===== src/rtl/turn_seq_pkg.sv =====
// Shared types and limits for the card-table turn sequencer.
package turn_seq_pkg;

  typedef enum logic [1:0] {
    IDLE   = 2'd0,
    PLAYER = 2'd1,
    DEALER = 2'd2,
    SETTLE = 2'd3
  } state_t;

  localparam int MAX_PLAYERS = 7;

endpackage


===== src/rtl/next_seat_find.sv =====
// Finds the lowest active seat above a given seat, or the lowest
// active seat overall when start_i is set.
module next_seat_find
  import turn_seq_pkg::*;
#(
  parameter int NUM_PLAYERS = 3,
  parameter int SEAT_W      = $clog2(NUM_PLAYERS + 1)
) (
  input  logic [NUM_PLAYERS-1:0] active_i,
  input  logic [SEAT_W-1:0]      from_i,
  input  logic                   start_i,
  output logic [SEAT_W-1:0]      seat_o,
  output logic                   found_o
);

  // Scan downward so the last hit is the lowest index.
  always_comb begin
    seat_o  = '0;
    found_o = 1'b0;
    for (int i = NUM_PLAYERS - 1; i >= 0; i--) begin
      if (active_i[i] && (start_i || i > int'(from_i))) begin
        seat_o  = SEAT_W'(i);
        found_o = 1'b1;
      end
    end
  end

endmodule


===== src/rtl/turn_seq.sv =====
// Turn sequencer: players in seat order, then dealer, then settle.
// Optional per-turn timeout enabled by macro TURN_TIMEOUT_EN.
module turn_seq
  import turn_seq_pkg::*;
#(
  parameter int NUM_PLAYERS    = 3,
  parameter int TIMEOUT_CYCLES = 1000,
  localparam int SEAT_W        = $clog2(NUM_PLAYERS + 1)
) (
  input  logic                   clk,
  input  logic                   rst,
  input  logic                   round_start,
  input  logic                   round_abort,
  input  logic [NUM_PLAYERS-1:0] seat_active,
  input  logic                   seat_done,
  input  logic                   dealer_done,
  output logic [SEAT_W-1:0]      seat,
  output logic [NUM_PLAYERS:0]   seat_onehot,
  output logic                   mode,
  output logic                   busy,
  output logic                   round_over,
  output logic                   timeout
);

  localparam logic [SEAT_W-1:0] DLR_SEAT =
    SEAT_W'(NUM_PLAYERS);
  localparam logic [NUM_PLAYERS:0] OH_ONE =
    {{NUM_PLAYERS{1'b0}}, 1'b1};

  if (NUM_PLAYERS < 1 || NUM_PLAYERS > MAX_PLAYERS ||
      TIMEOUT_CYCLES < 2 || TIMEOUT_CYCLES > 65535)
  begin : g_bad_param
    $error("turn_seq: parameter out of range");
  end

  state_t                 state_q;
  logic [SEAT_W-1:0]      seat_q;
  logic [NUM_PLAYERS:0]   onehot_q;
  logic                   mode_q;
  logic                   busy_q;
  logic                   round_over_q;
  logic                   timeout_q;

  logic [SEAT_W-1:0]      nxt_seat;
  logic                   nxt_found;
  logic                   tmo_hit;
  logic                   adv;

  next_seat_find #(
    .NUM_PLAYERS (NUM_PLAYERS),
    .SEAT_W      (SEAT_W)
  ) u_find (
    .active_i (seat_active),
    .from_i   (seat_q),
    .start_i  (state_q == IDLE),
    .seat_o   (nxt_seat),
    .found_o  (nxt_found)
  );

`ifdef TURN_TIMEOUT_EN
  logic [15:0] cnt_q;

  assign tmo_hit = (state_q == PLAYER) &&
                   (cnt_q == 16'(TIMEOUT_CYCLES - 1));
  assign adv     = seat_done || tmo_hit;

  // Cleared outside PLAYER and on every advance, so each seat starts at 0.
  always_ff @(posedge clk or negedge rst) begin
    if (!rst) begin
      cnt_q <= '0;
    end else if (round_abort || state_q != PLAYER || adv) begin
      cnt_q <= '0;
    end else begin
      cnt_q <= cnt_q + 16'd1;
    end
  end
`else
  assign tmo_hit = 1'b0;
  assign adv     = seat_done;
`endif

  always_ff @(posedge clk or negedge rst) begin
    if (!rst) begin
      state_q      <= IDLE;
      seat_q       <= '0;
      onehot_q     <= '0;
      mode_q       <= 1'b0;
      busy_q       <= 1'b0;
      round_over_q <= 1'b0;
      timeout_q    <= 1'b0;
    end else begin
      round_over_q <= 1'b0;
      timeout_q    <= 1'b0;
      if (round_abort) begin
        state_q  <= IDLE;
        seat_q   <= '0;
        onehot_q <= '0;
        mode_q   <= 1'b0;
        busy_q   <= 1'b0;
      end else begin
        case (state_q)
          IDLE: begin
            if (round_start) begin
              if (nxt_found) begin
                state_q  <= PLAYER;
                seat_q   <= nxt_seat;
                onehot_q <= OH_ONE << nxt_seat;
                busy_q   <= 1'b1;
              end else begin
                state_q      <= SETTLE;
                seat_q       <= DLR_SEAT;
                onehot_q     <= OH_ONE << DLR_SEAT;
                mode_q       <= 1'b1;
                round_over_q <= 1'b1;
              end
            end
          end
          PLAYER: begin
            if (adv) begin
              timeout_q <= tmo_hit;
              if (nxt_found) begin
                seat_q   <= nxt_seat;
                onehot_q <= OH_ONE << nxt_seat;
              end else begin
                state_q  <= DEALER;
                seat_q   <= DLR_SEAT;
                onehot_q <= OH_ONE << DLR_SEAT;
                mode_q   <= 1'b1;
              end
            end
          end
          DEALER: begin
            if (dealer_done) begin
              state_q      <= SETTLE;
              busy_q       <= 1'b0;
              round_over_q <= 1'b1;
            end
          end
          SETTLE: begin
            state_q  <= IDLE;
            seat_q   <= '0;
            onehot_q <= '0;
            mode_q   <= 1'b0;
          end
          default: begin
            state_q  <= IDLE;
            seat_q   <= '0;
            onehot_q <= '0;
            mode_q   <= 1'b0;
            busy_q   <= 1'b0;
          end
        endcase
      end
    end
  end

  assign seat        = seat_q;
  assign seat_onehot = onehot_q;
  assign mode        = mode_q;
  assign busy        = busy_q;
  assign round_over  = round_over_q;
  assign timeout     = timeout_q;

endmodule


===== config.mk =====
export PLATFORM = sky130hd
export DESIGN_NAME = turn_seq
export DESIGN_NICKNAME = d
export VERILOG_FILES = /design/src/rtl/turn_seq_pkg.sv /design/src/rtl/next_seat_find.sv /design/src/rtl/turn_seq.sv
export SDC_FILE = /design/constraint.sdc
export NUM_CORES = 1
export LEC_CHECK = 0
export ABC_AREA = 1
export CAP_MARGIN = 40
export CELL_PAD_IN_SITES_DETAIL_PLACEMENT = 0
export CELL_PAD_IN_SITES_GLOBAL_PLACEMENT = 1
export CORE_ASPECT_RATIO = 1.4
export CORE_MARGIN = 3
export CORE_UTILIZATION = 33
export CTS_CLUSTER_DIAMETER = 80
export DETAILED_ROUTE_END_ITERATION = 8
export PLACE_DENSITY_LB_ADDON = 0.1
export RECOVER_POWER = 25
export SLEW_MARGIN = 20
export SYNTH_ARGS = -nofsm -noshare
export SYNTH_HDL_FRONTEND = slang
export SYNTH_SLANG_ARGS = --single-unit

===== constraint.sdc =====
create_clock -name clk -period 2 [get_ports clk]
set_input_delay 0.6 -clock clk [delete_from_list [all_inputs] [get_ports clk]]
set_output_delay 0.6 -clock clk [all_outputs]
set_load 0.01 [all_outputs]

After elaboration in Yosys (flattened, before gate mapping). Cells that the tools add are included.

Flip-flop bits (word level): 11. Bits of input ports: 9. Output and inout bits: 10. Logic and storage cells: 66.

Muxes and demuxes: 38. Shifts and indexed selects: 1. Reduce and logical (&&, ||, !) cells: 11. $lt $le $gt $ge: 2. Equal/unequal tests: 8.

Operators with widths (count): $mux 2 (13); $mux 4 (4); $mux 1 (15); $ne 3x3->1 const B (5); $pmux 4 s3 (1); $pmux 2 s4 (1); $reduce_and 4->1 (2); $pmux 2 s3 (1); $eq 2x2->1 const B (2); $pmux 1 s2 (2); $reduce_bool 4->1 (1); $shl 1x2->4 const A (1); $logic_and 1x1->1 (3); $pmux 1 s3 (1); $reduce_and 3->1 (1); $reduce_bool 3->1 (1); $eq 2x1->1 const B (1); $gt 1x2->1 const A (1); $gt 2x2->1 const A (1); $logic_not 2->1 (1); $logic_or 1x1->1 (2).

Longest topological paths before layout. Gate-level depths: netlist (run 1).

Depth in word-level cells: 11. Mapped depth: 10. Gate-level depth less buffers: 10.

Modules after synthesis. A second synthesis (run 1) with hierarchy kept.

Cells, all modules: 102. Area, all modules: 799.5 µm².

Modules (own cells, without submodules): turn_seq (cells an instance 90, instances 1, area an instance 720.7 µm², seq. area each 275.3 µm²); next_seat_find (cells an instance 12, instances 1, area an instance 78.8 µm², seq. area each 0.0 µm²).

Least setup slack after synthesis (run 1). OpenSTA, ideal clock, no wires.

Kind: register to register. From: register state_q[0]. To: register state_q[0]. Arrival time: 1.380 ns. Required time: 1.935 ns. Period minus slack after synthesis: 1.445 ns. Slack: 0.555 ns. Path buffers: 0. Cell stages (with the launch flop): 10. Library setup time: 0.065 ns. Cell sequence: dfrtp_1 > inv_1 > ha_1 > inv_1 > nand2_1 > nand3_1 > nand3_1 > a21oi_1 > nand2_1 > nand2_1.

Longest elaborated chain between the ends: 8. Elaborated cells on any way between the ends: 19. Those cells by class: 7 x eq/ne; 5 x mux; 7 x reduce/logical.

Ends and longest elaborated chain: from (decl) (RTL line turn_seq.sv:36) `state_t state_q;`; from (signal assigned) (RTL line turn_seq.sv:84) `state_q <= IDLE;`; from (signal assigned) (RTL line turn_seq.sv:95) `state_q <= IDLE;`; from (signal assigned) (RTL line turn_seq.sv:105) `state_q <= PLAYER;`; $logic_not 2->1 (RTL line turn_seq.sv:55, turn_seq.sv:101); $logic_or 1x1->1 (RTL line next_seat_find.sv:21) `if (active_i[i] && (start_i || i > int'(from_i))) begin`; $logic_and 1x1->1 (RTL line next_seat_find.sv:21); $mux 1 (3 in a row) (RTL line next_seat_find.sv:21); $ne 3x3->1 (no source line); $reduce_and 4->1 (no source line).

Several ways; a longest one is shown, not always the timed one. A chain may end at the register's enable or synchronous reset.

Worst setup path in the final report (run 1).
From: register seat_q[0] (netlist: seat[0]). To: output seat[0].

RTL lines: from (decl) (RTL line turn_seq.sv:37) `logic [SEAT_W-1:0] seat_q;`; from (signal assigned) (RTL line turn_seq.sv:106) `seat_q <= nxt_seat;`; from (signal assigned) (RTL line turn_seq.sv:122) `seat_q <= nxt_seat;`; to (decl) (RTL line turn_seq.sv:17) `output logic [SEAT_W-1:0] seat,`.

No word-level cell between the ends.

==> results of run 1 <==
-- per-stage QoR --
stage                     instance area, um2  worst slack [ps]
after floorplan                        709.4             554.8
after global placement                 913.4             60.01
after detailed placement               913.4             71.84
after CTS                              939.7             197.5
after global routing                   939.7             151.9
final                                  939.7             212.8
-- where the power goes --
group	switching, mW	internal [mW]
sequential	0.0588	0.304
clock	0.0738	0.0772
combinational	0.356	0.290
total	0.489	0.672
-- cell families after synthesis --
kind of cell,Yosys count,synth area share [%]
simple gates,55,37.39
buf+inv,14,8.291
other cells,1,0.5286
flops,11,38.80
fa+ha+maj,5,8.818
compound gates,8,6.173
-- Yosys cell counts, types with 2 or more instances --
master   instances
nor2_1           8
inv_2            2
nand3_2          2
nand3_1          5
a21oi_1          3
nand2_1         32
ha_1             5
nand2_2          4
inv_1           10
o21ai_0          4
dfrtp_1         11
-- flip-flops by register name (all words and copies together) (netlist names) --
register,cells
seat_onehot,4
seat,2
state_q,2
busy,1
mode,1
round_over,1
-- layer usage --
metal	part of all wire [%]	global-route usage (%)	vias to the layer above	wire length (um)
met5	0	0	-	0
met4	2.8	8.787	0	42
met3	5.7	1.187	4	85
met2	50	20.65	18	741
met1	42	13.61	267	619
li1	-	-	332	-
-- tightest hold or removal path: cells and delay by family, from the launching register on --
kind / cells / cell delay, ps
DFF: 1 / 340
and+or+nand+nor: 2 / 100
-- how the worst max path moves through the flow --
stage	end	slack, ps	depth (start not counted)
floorplan	state_q[0]$_DFFE_PN0P_	550	9
global placement	seat[1]$_DFFE_PN0P_	60	7
detailed placement	seat[1]$_DFFE_PN0P_	70	7
CTS	seat[0]	200	1
global route	state_q[1]$_DFFE_PN0P_	150	9
finish	seat[0]	210	1
-- layout make-up --
type                            instances  area, um2
Inverter                               13      51.30
Sequential cell                        11      275.3
Tap cell                               21      26.28
Timing Repair Buffer                   19      185.2
Fill cell                             221       1057
Multi-Input combinational cell         69      375.4
Clock buffer                            4      26.28
==> results.md, run 1 <==
- Hold/Removal Path Class: flip-flop to flip-flop
- Final clock period utilization by the worst path: 89.36%
- CTS resizes: 0
- Critical path's top delay family: buffers and inverters
- Fin. max-slew vios: 0
- Die area: 2750 um2
- Clock Latency Late Sink: roughly 260 ps
- Sequential fraction of the synthesis area: 38.80%
- R2R Path End: state_q[0]$_DFFE_PN0P_
- Placed cells: 133
- GRT overflow: 0
- Mapped Avg Cell Area: approximately 7.5 um2
- Hold buffer count at cts: 0
- Hold Crit Start: seat_onehot[1]$_DFFE_PN0P_
- Most common cell after layout, fill and taps aside: nand2_1
- Cts bufs inserted: 3
- Largest net degree at the start of global routing: 12
- CP Capture Type: primary output
- Crit-path cells: clkdlybuf4s50_1
- CP max-delay cell: clkdlybuf4s50_1
- Final GP Congestion: 0.7604
- Worst hold endpoint: seat_onehot[1]$_DFFE_PN0P_
- HPWL Detailed: 1.269 mm
- WS Path Type: flip-flop to primary output
- F_max: 559.5 MHz
- H-tree Lvls: 1
- DRT Pass-1 Iters: 4
- Share of layout cells above drive strength 1: 13.79%
- Vias per inst: 4.533
- Initial DRC Count: 6
- Yosys reg bits: 11
- Initial core utilization: 35.53%
- P_leak: approximately 0.50 nW
- Syn-to-layout area delta: 32.45%
- Worst Setup SP: seat[0]$_DFFE_PN0P_
- Distinct cells, synth: 19
- Post-CTS Setup Repair Bufs: 0
- Vias in the first global route: 561
- Final cell count without fillers: between 100 and 150
- CORE AREA: 1997 um2
- Synth Net Count: 108
- Post-synth top flop: dfrtp_1
- Wire per inst: roughly 11 um
- Power Density: 1235 nW/um2
- IO Pins: 19
- Run status: finished clean
- CTS tree: done
- Netlist Area Pre-Place: 709.4 um2
- RSZ-0062 raised after global routing: no
- Max-Cap Viols: 0
- Top cells by area, synth: dfrtp_1 (39%), nand2_1 (17%), ha_1 (8.8%)
- Buffers on Ports: 17
- Initial antenna violation count: 0
- Drt total wl: 1.488 mm
- Worst path buffer plus inverter count: 1
- Final net count: 131
- Max IR drop VDD: between 500 and 600 uV
- Pwr Total: 1.160 mW
- CTS root buf: clkbuf_4
- CP max FO: 3
- Worst reg-to-reg path cell count: 9
- Worst Hold Path Cells: 2
- Worst rel slew slack: 64.61%
- Clk slew on worst S/H paths: 70 ps
- Period minus WS final: 1787 ps
- Hold Slack: 479.3 ps
- Sink Count: 11
- Fin util: 47.06%
- R2R Path Start: state_q[0]$_DFFE_PN0P_
- FP Rows: 19
- Final Hold Fails: 0
- Setup slack, reg-to-reg: 310 ps
- Die width: 45.19 um
- Via count: around 620
- Most frequent cells in the layout: nand2_1 (32), clkdlybuf4s50_1 (16), dfrtp_1 (11)
- Antenna Nets Post-Route: 0
- Worst-Margin Slew: 529.2 ps
- GRT Total Usage: between 10% and 20%
- Fraction of registers with async set or reset after synthesis: 100.0%
- Crit start category: flip-flop
- Critical path arrival: 1190 ps
- Setup TNS: 0 ps
- DRC: 0
- Yosys top cell by area: dfrtp_1
- Post-synth EDFFs: 0
- Worst path required time: 1400 ps
- Final setup viols: 0
- Die height: ~61 um
- First-pass GRT wire length: 2.297 mm
- Layout Skew: 0.2246 ps
- # diodes: 0
- Yosys warnings: 0
- Critical Path Max Stage Delay: 550 ps
- Top cell type's share of synthesized area: between 30 and 40%
- Cells after Synth: 94
- Max Root-Sink Buffers: 2
Note: power is estimated with default switching activity, not from simulation.
==> inputs of run 2 (changes only) <==
--- a/config.mk
+++ b/config.mk
@@ -6,7 +6,7 @@
 export NUM_CORES = 1
 export LEC_CHECK = 0
 export ABC_AREA = 1
-export CAP_MARGIN = 40
+export CAP_MARGIN = 20
 export CELL_PAD_IN_SITES_DETAIL_PLACEMENT = 0
 export CELL_PAD_IN_SITES_GLOBAL_PLACEMENT = 1
 export CORE_ASPECT_RATIO = 1.4
==> results of run 2 <==
The final DEF is identical to that of run 1; final timing and power are the same.
==> inputs of run 3 (changes only) <==
--- a/config.mk
+++ b/config.mk
@@ -14,7 +14,7 @@
 export CORE_UTILIZATION = 33
 export CTS_CLUSTER_DIAMETER = 80
 export DETAILED_ROUTE_END_ITERATION = 8
-export PLACE_DENSITY_LB_ADDON = 0.1
+export PLACE_DENSITY = 0.78
 export RECOVER_POWER = 25
 export SLEW_MARGIN = 20
 export SYNTH_ARGS = -nofsm -noshare
==> run 3 against run 2 <==
Critical path depth stayed put. Sequential share of layout area unchanged. Clock power is essentially flat. Total power grew 0.92%. Sequential power barely moved. Count of clock-buffer cells in the layout unchanged. Register-to-register slack better by 20 ps. Worst setup slack worse by 18 ps. Largest cell class unchanged.
==> results.md, run 3 (synthesized netlist as in run 1, its figures left out) <==
- Global routing's busiest layer: met2 (unchanged)
- Max Root-Sink Buffers: 2 (unchanged)
- Clk pwr share: 13.1% (was 13.0%)
- GRT overflow: 0 (unchanged)
- Final GP Congestion: 0.7566 (was 0.7604)
- Worst-Margin Slew: 516.0 ps (was 529.2 ps)
- Vias per inst: 4.818 (was 4.533)
- Pwr Total: 1.171 mW (was 1.160 mW)
- Worst path buffer plus inverter count: 1 (unchanged)
- Critical path arrival: 1210 ps (was 1190 ps)
- CTS resizes: 0 (unchanged)
- Period minus WS final: 1805 ps (was 1787 ps)
- FP Rows: 19 (unchanged)
- Final net count: 131 (unchanged)
- Filler instances: 229 (was 221)
- Crit-path cells: clkdlybuf4s50_1 (unchanged)
- CP max-delay cell: clkdlybuf4s50_1 (unchanged)
- Power Density: 1246 nW/um2 (was 1235 nW/um2)
- CTS root buf: clkbuf_4 (unchanged)
- Wire per inst: 11.37 um (was 10.86 um)
- Initial core utilization: 35.53% (unchanged)
- Crit start category: flip-flop (unchanged)
- RSZ-0062 raised after global routing: no (unchanged)
- Layout Skew: 3.053 ps (was 0.2246 ps)
- Initial DRC Count: 13 (was 6)
- Fin util: 47.06% (unchanged)
- Met1 Usage GRT: 14.08% (was 13.61%)
- Switching share of power: 42.56% (was 42.11%)
- Worst path required time: 1400 ps (about the same)
- DRC: 0 (unchanged)
- Largest net degree at the start of global routing: 12 (unchanged)
- Initial antenna violation count: 0 (unchanged)
- Critical Path Max Stage Delay: 550 ps (about the same)
- Final Hold Fails: 0 (unchanged)
- Worst rel slew slack: 65.49% (was 64.61%)
- Cts bufs inserted: 3 (unchanged)
- HPWL Detailed: 1.255 mm (was 1.269 mm)
- Pre-CTS setup slack: 72.19 ps (was 71.84 ps)
- Met3 Track Usage GR: 2.077% (was 1.187%)
- Run status: finished clean (unchanged)
- WS Path Type: flip-flop to primary output (unchanged)
- Register area: 275.3 um2 (unchanged)
- Max-Cap Viols: 0 (unchanged)
- Critical path's top delay family: buffers and inverters (unchanged)
- Max IR drop VDD: 579.6 uV (was 505.9 uV)
- Grt met2 use: 25.71% (was 20.65%)
- IO Pins: 19 (unchanged)
- Final setup viols: 0 (unchanged)
- Sw power: 0.4983 mW (was 0.4885 mW)
- CP max FO: 3 (unchanged)
- Hold Slack: 486.1 ps (was 479.3 ps)
- Final clock period utilization by the worst path: 90.26% (was 89.36%)
- Hold/Removal Path Class: flip-flop to flip-flop (unchanged)
- Most frequent cells in the layout: nand2_1 (32), clkdlybuf4s50_1 (16), dfrtp_1 (11) (unchanged)
- CTS tree: done (unchanged)
- GRT Total Usage: 13.92% (was 12.09%)
- Combinational share of power: 55.8% (was 55.7%)
- Via count: 660 (was 621)
- Most common cell after layout, fill and taps aside: nand2_1 (unchanged)
- # diodes: 0 (unchanged)
- Sink Count: 11 (unchanged)
- CP Capture Type: primary output (unchanged)
- Die width: 45.19 um (unchanged)
- DRT Pass-1 Iters: 4 (unchanged)
- Die area: 2750 um2 (unchanged)
- Hold buffer count at cts: 0 (unchanged)
- Fin. max-slew vios: 0 (unchanged)
- Clock Latency Late Sink: 270 ps (was 260 ps)
- Buffers on Ports: 17 (unchanged)
- Pint: 0.6725 mW (was 0.6716 mW)
- CORE AREA: 1997 um2 (unchanged)
- Syn-to-layout area delta: 32.45% (unchanged)
- P_leak: 0.5010 nW (unchanged)
- Drt total wl: 1.558 mm (was 1.488 mm)
- Post-CTS Setup Repair Bufs: 0 (unchanged)
- Setup TNS: 0 ps (unchanged)
- H-tree Lvls: 1 (unchanged)
- Antenna Nets Post-Route: 0 (unchanged)
- Multi-input gate area: 375.4 um2 (unchanged)
- Die height: 60.86 um (unchanged)
- Largest register FFs: 4 (unchanged)
- Clk slew on worst S/H paths: 70 ps (about the same)
- F_max: 553.9 MHz (was 559.5 MHz)
- Reg power frac: 31.1% (was 31.3%)
- Share of layout cells above drive strength 1: 13.79% (unchanged)
- First-pass GRT wire length: 2.718 mm (was 2.297 mm)
- Vias in the first global route: 681 (was 561)
- Final WS setup: 194.8 ps (was 212.8 ps)
[run 3: path summary, 6_finish.rpt]
kind	cells after the start	slack [ps]	to	start
max in group asynchronous	1	920	mode$_DFFE_PN0P_	rst
max reg2reg	9	330	state_q[1]$_DFFE_PN0P_	state_q[0]$_DFFE_PN0P_
min reg2reg	2	490	seat_onehot[1]$_DFFE_PN0P_	seat_onehot[1]$_DFFE_PN0P_
min in group asynchronous	1	740	seat_onehot[0]$_DFFE_PN0P_	rst
max	1	190	seat[0]	seat[0]$_DFFE_PN0P_
min	2	490	seat_onehot[1]$_DFFE_PN0P_	seat_onehot[1]$_DFFE_PN0P_
[run 3: stage by stage]
step / std cells / cell area, um2
4_1_cts: 137 / 939.7
3_3_place_gp: 133 / 913.4
3_5_place_dp: 133 / 913.4
6_report: 137 / 939.7
5_1_grt: 137 / 939.7
2_1_floorplan: 94 / 709.4
[run 3: routing by layer]
metal,wire length (um),vias to the layer above
li1,-,335
met5,0,-
met1,638,305
met4,41,0
met2,802,16
met3,75,4
[run 3: cell type report]
class | instances | area share [%]
clock buffers | 4 | 2.796
inverters | 13 | 5.459
multi-input cells | 69 | 39.95
flip-flops and latches | 11 | 29.29
well taps | 21 | 2.796
repair buffers | 19 | 19.71
[run 3: worst min-delay path: cells and delay by family, from the launching register on]
kind,cells,cell delay [ps]
DFF,1,350
and+or+nand+nor,2,100
[run 3: power groups by stage]
| stage | clock network [mW] | registers, mW | logic [mW] |
|---|---|---|---|
| floorplan | 0 | 0.389 | 0.379 |
| global placement | 0 | 0.370 | 0.655 |
| detailed placement | 0 | 0.369 | 0.659 |
| CTS | 0.160 | 0.366 | 0.662 |
| global route | 0.171 | 0.377 | 0.743 |
| finish | 0.153 | 0.364 | 0.653 |
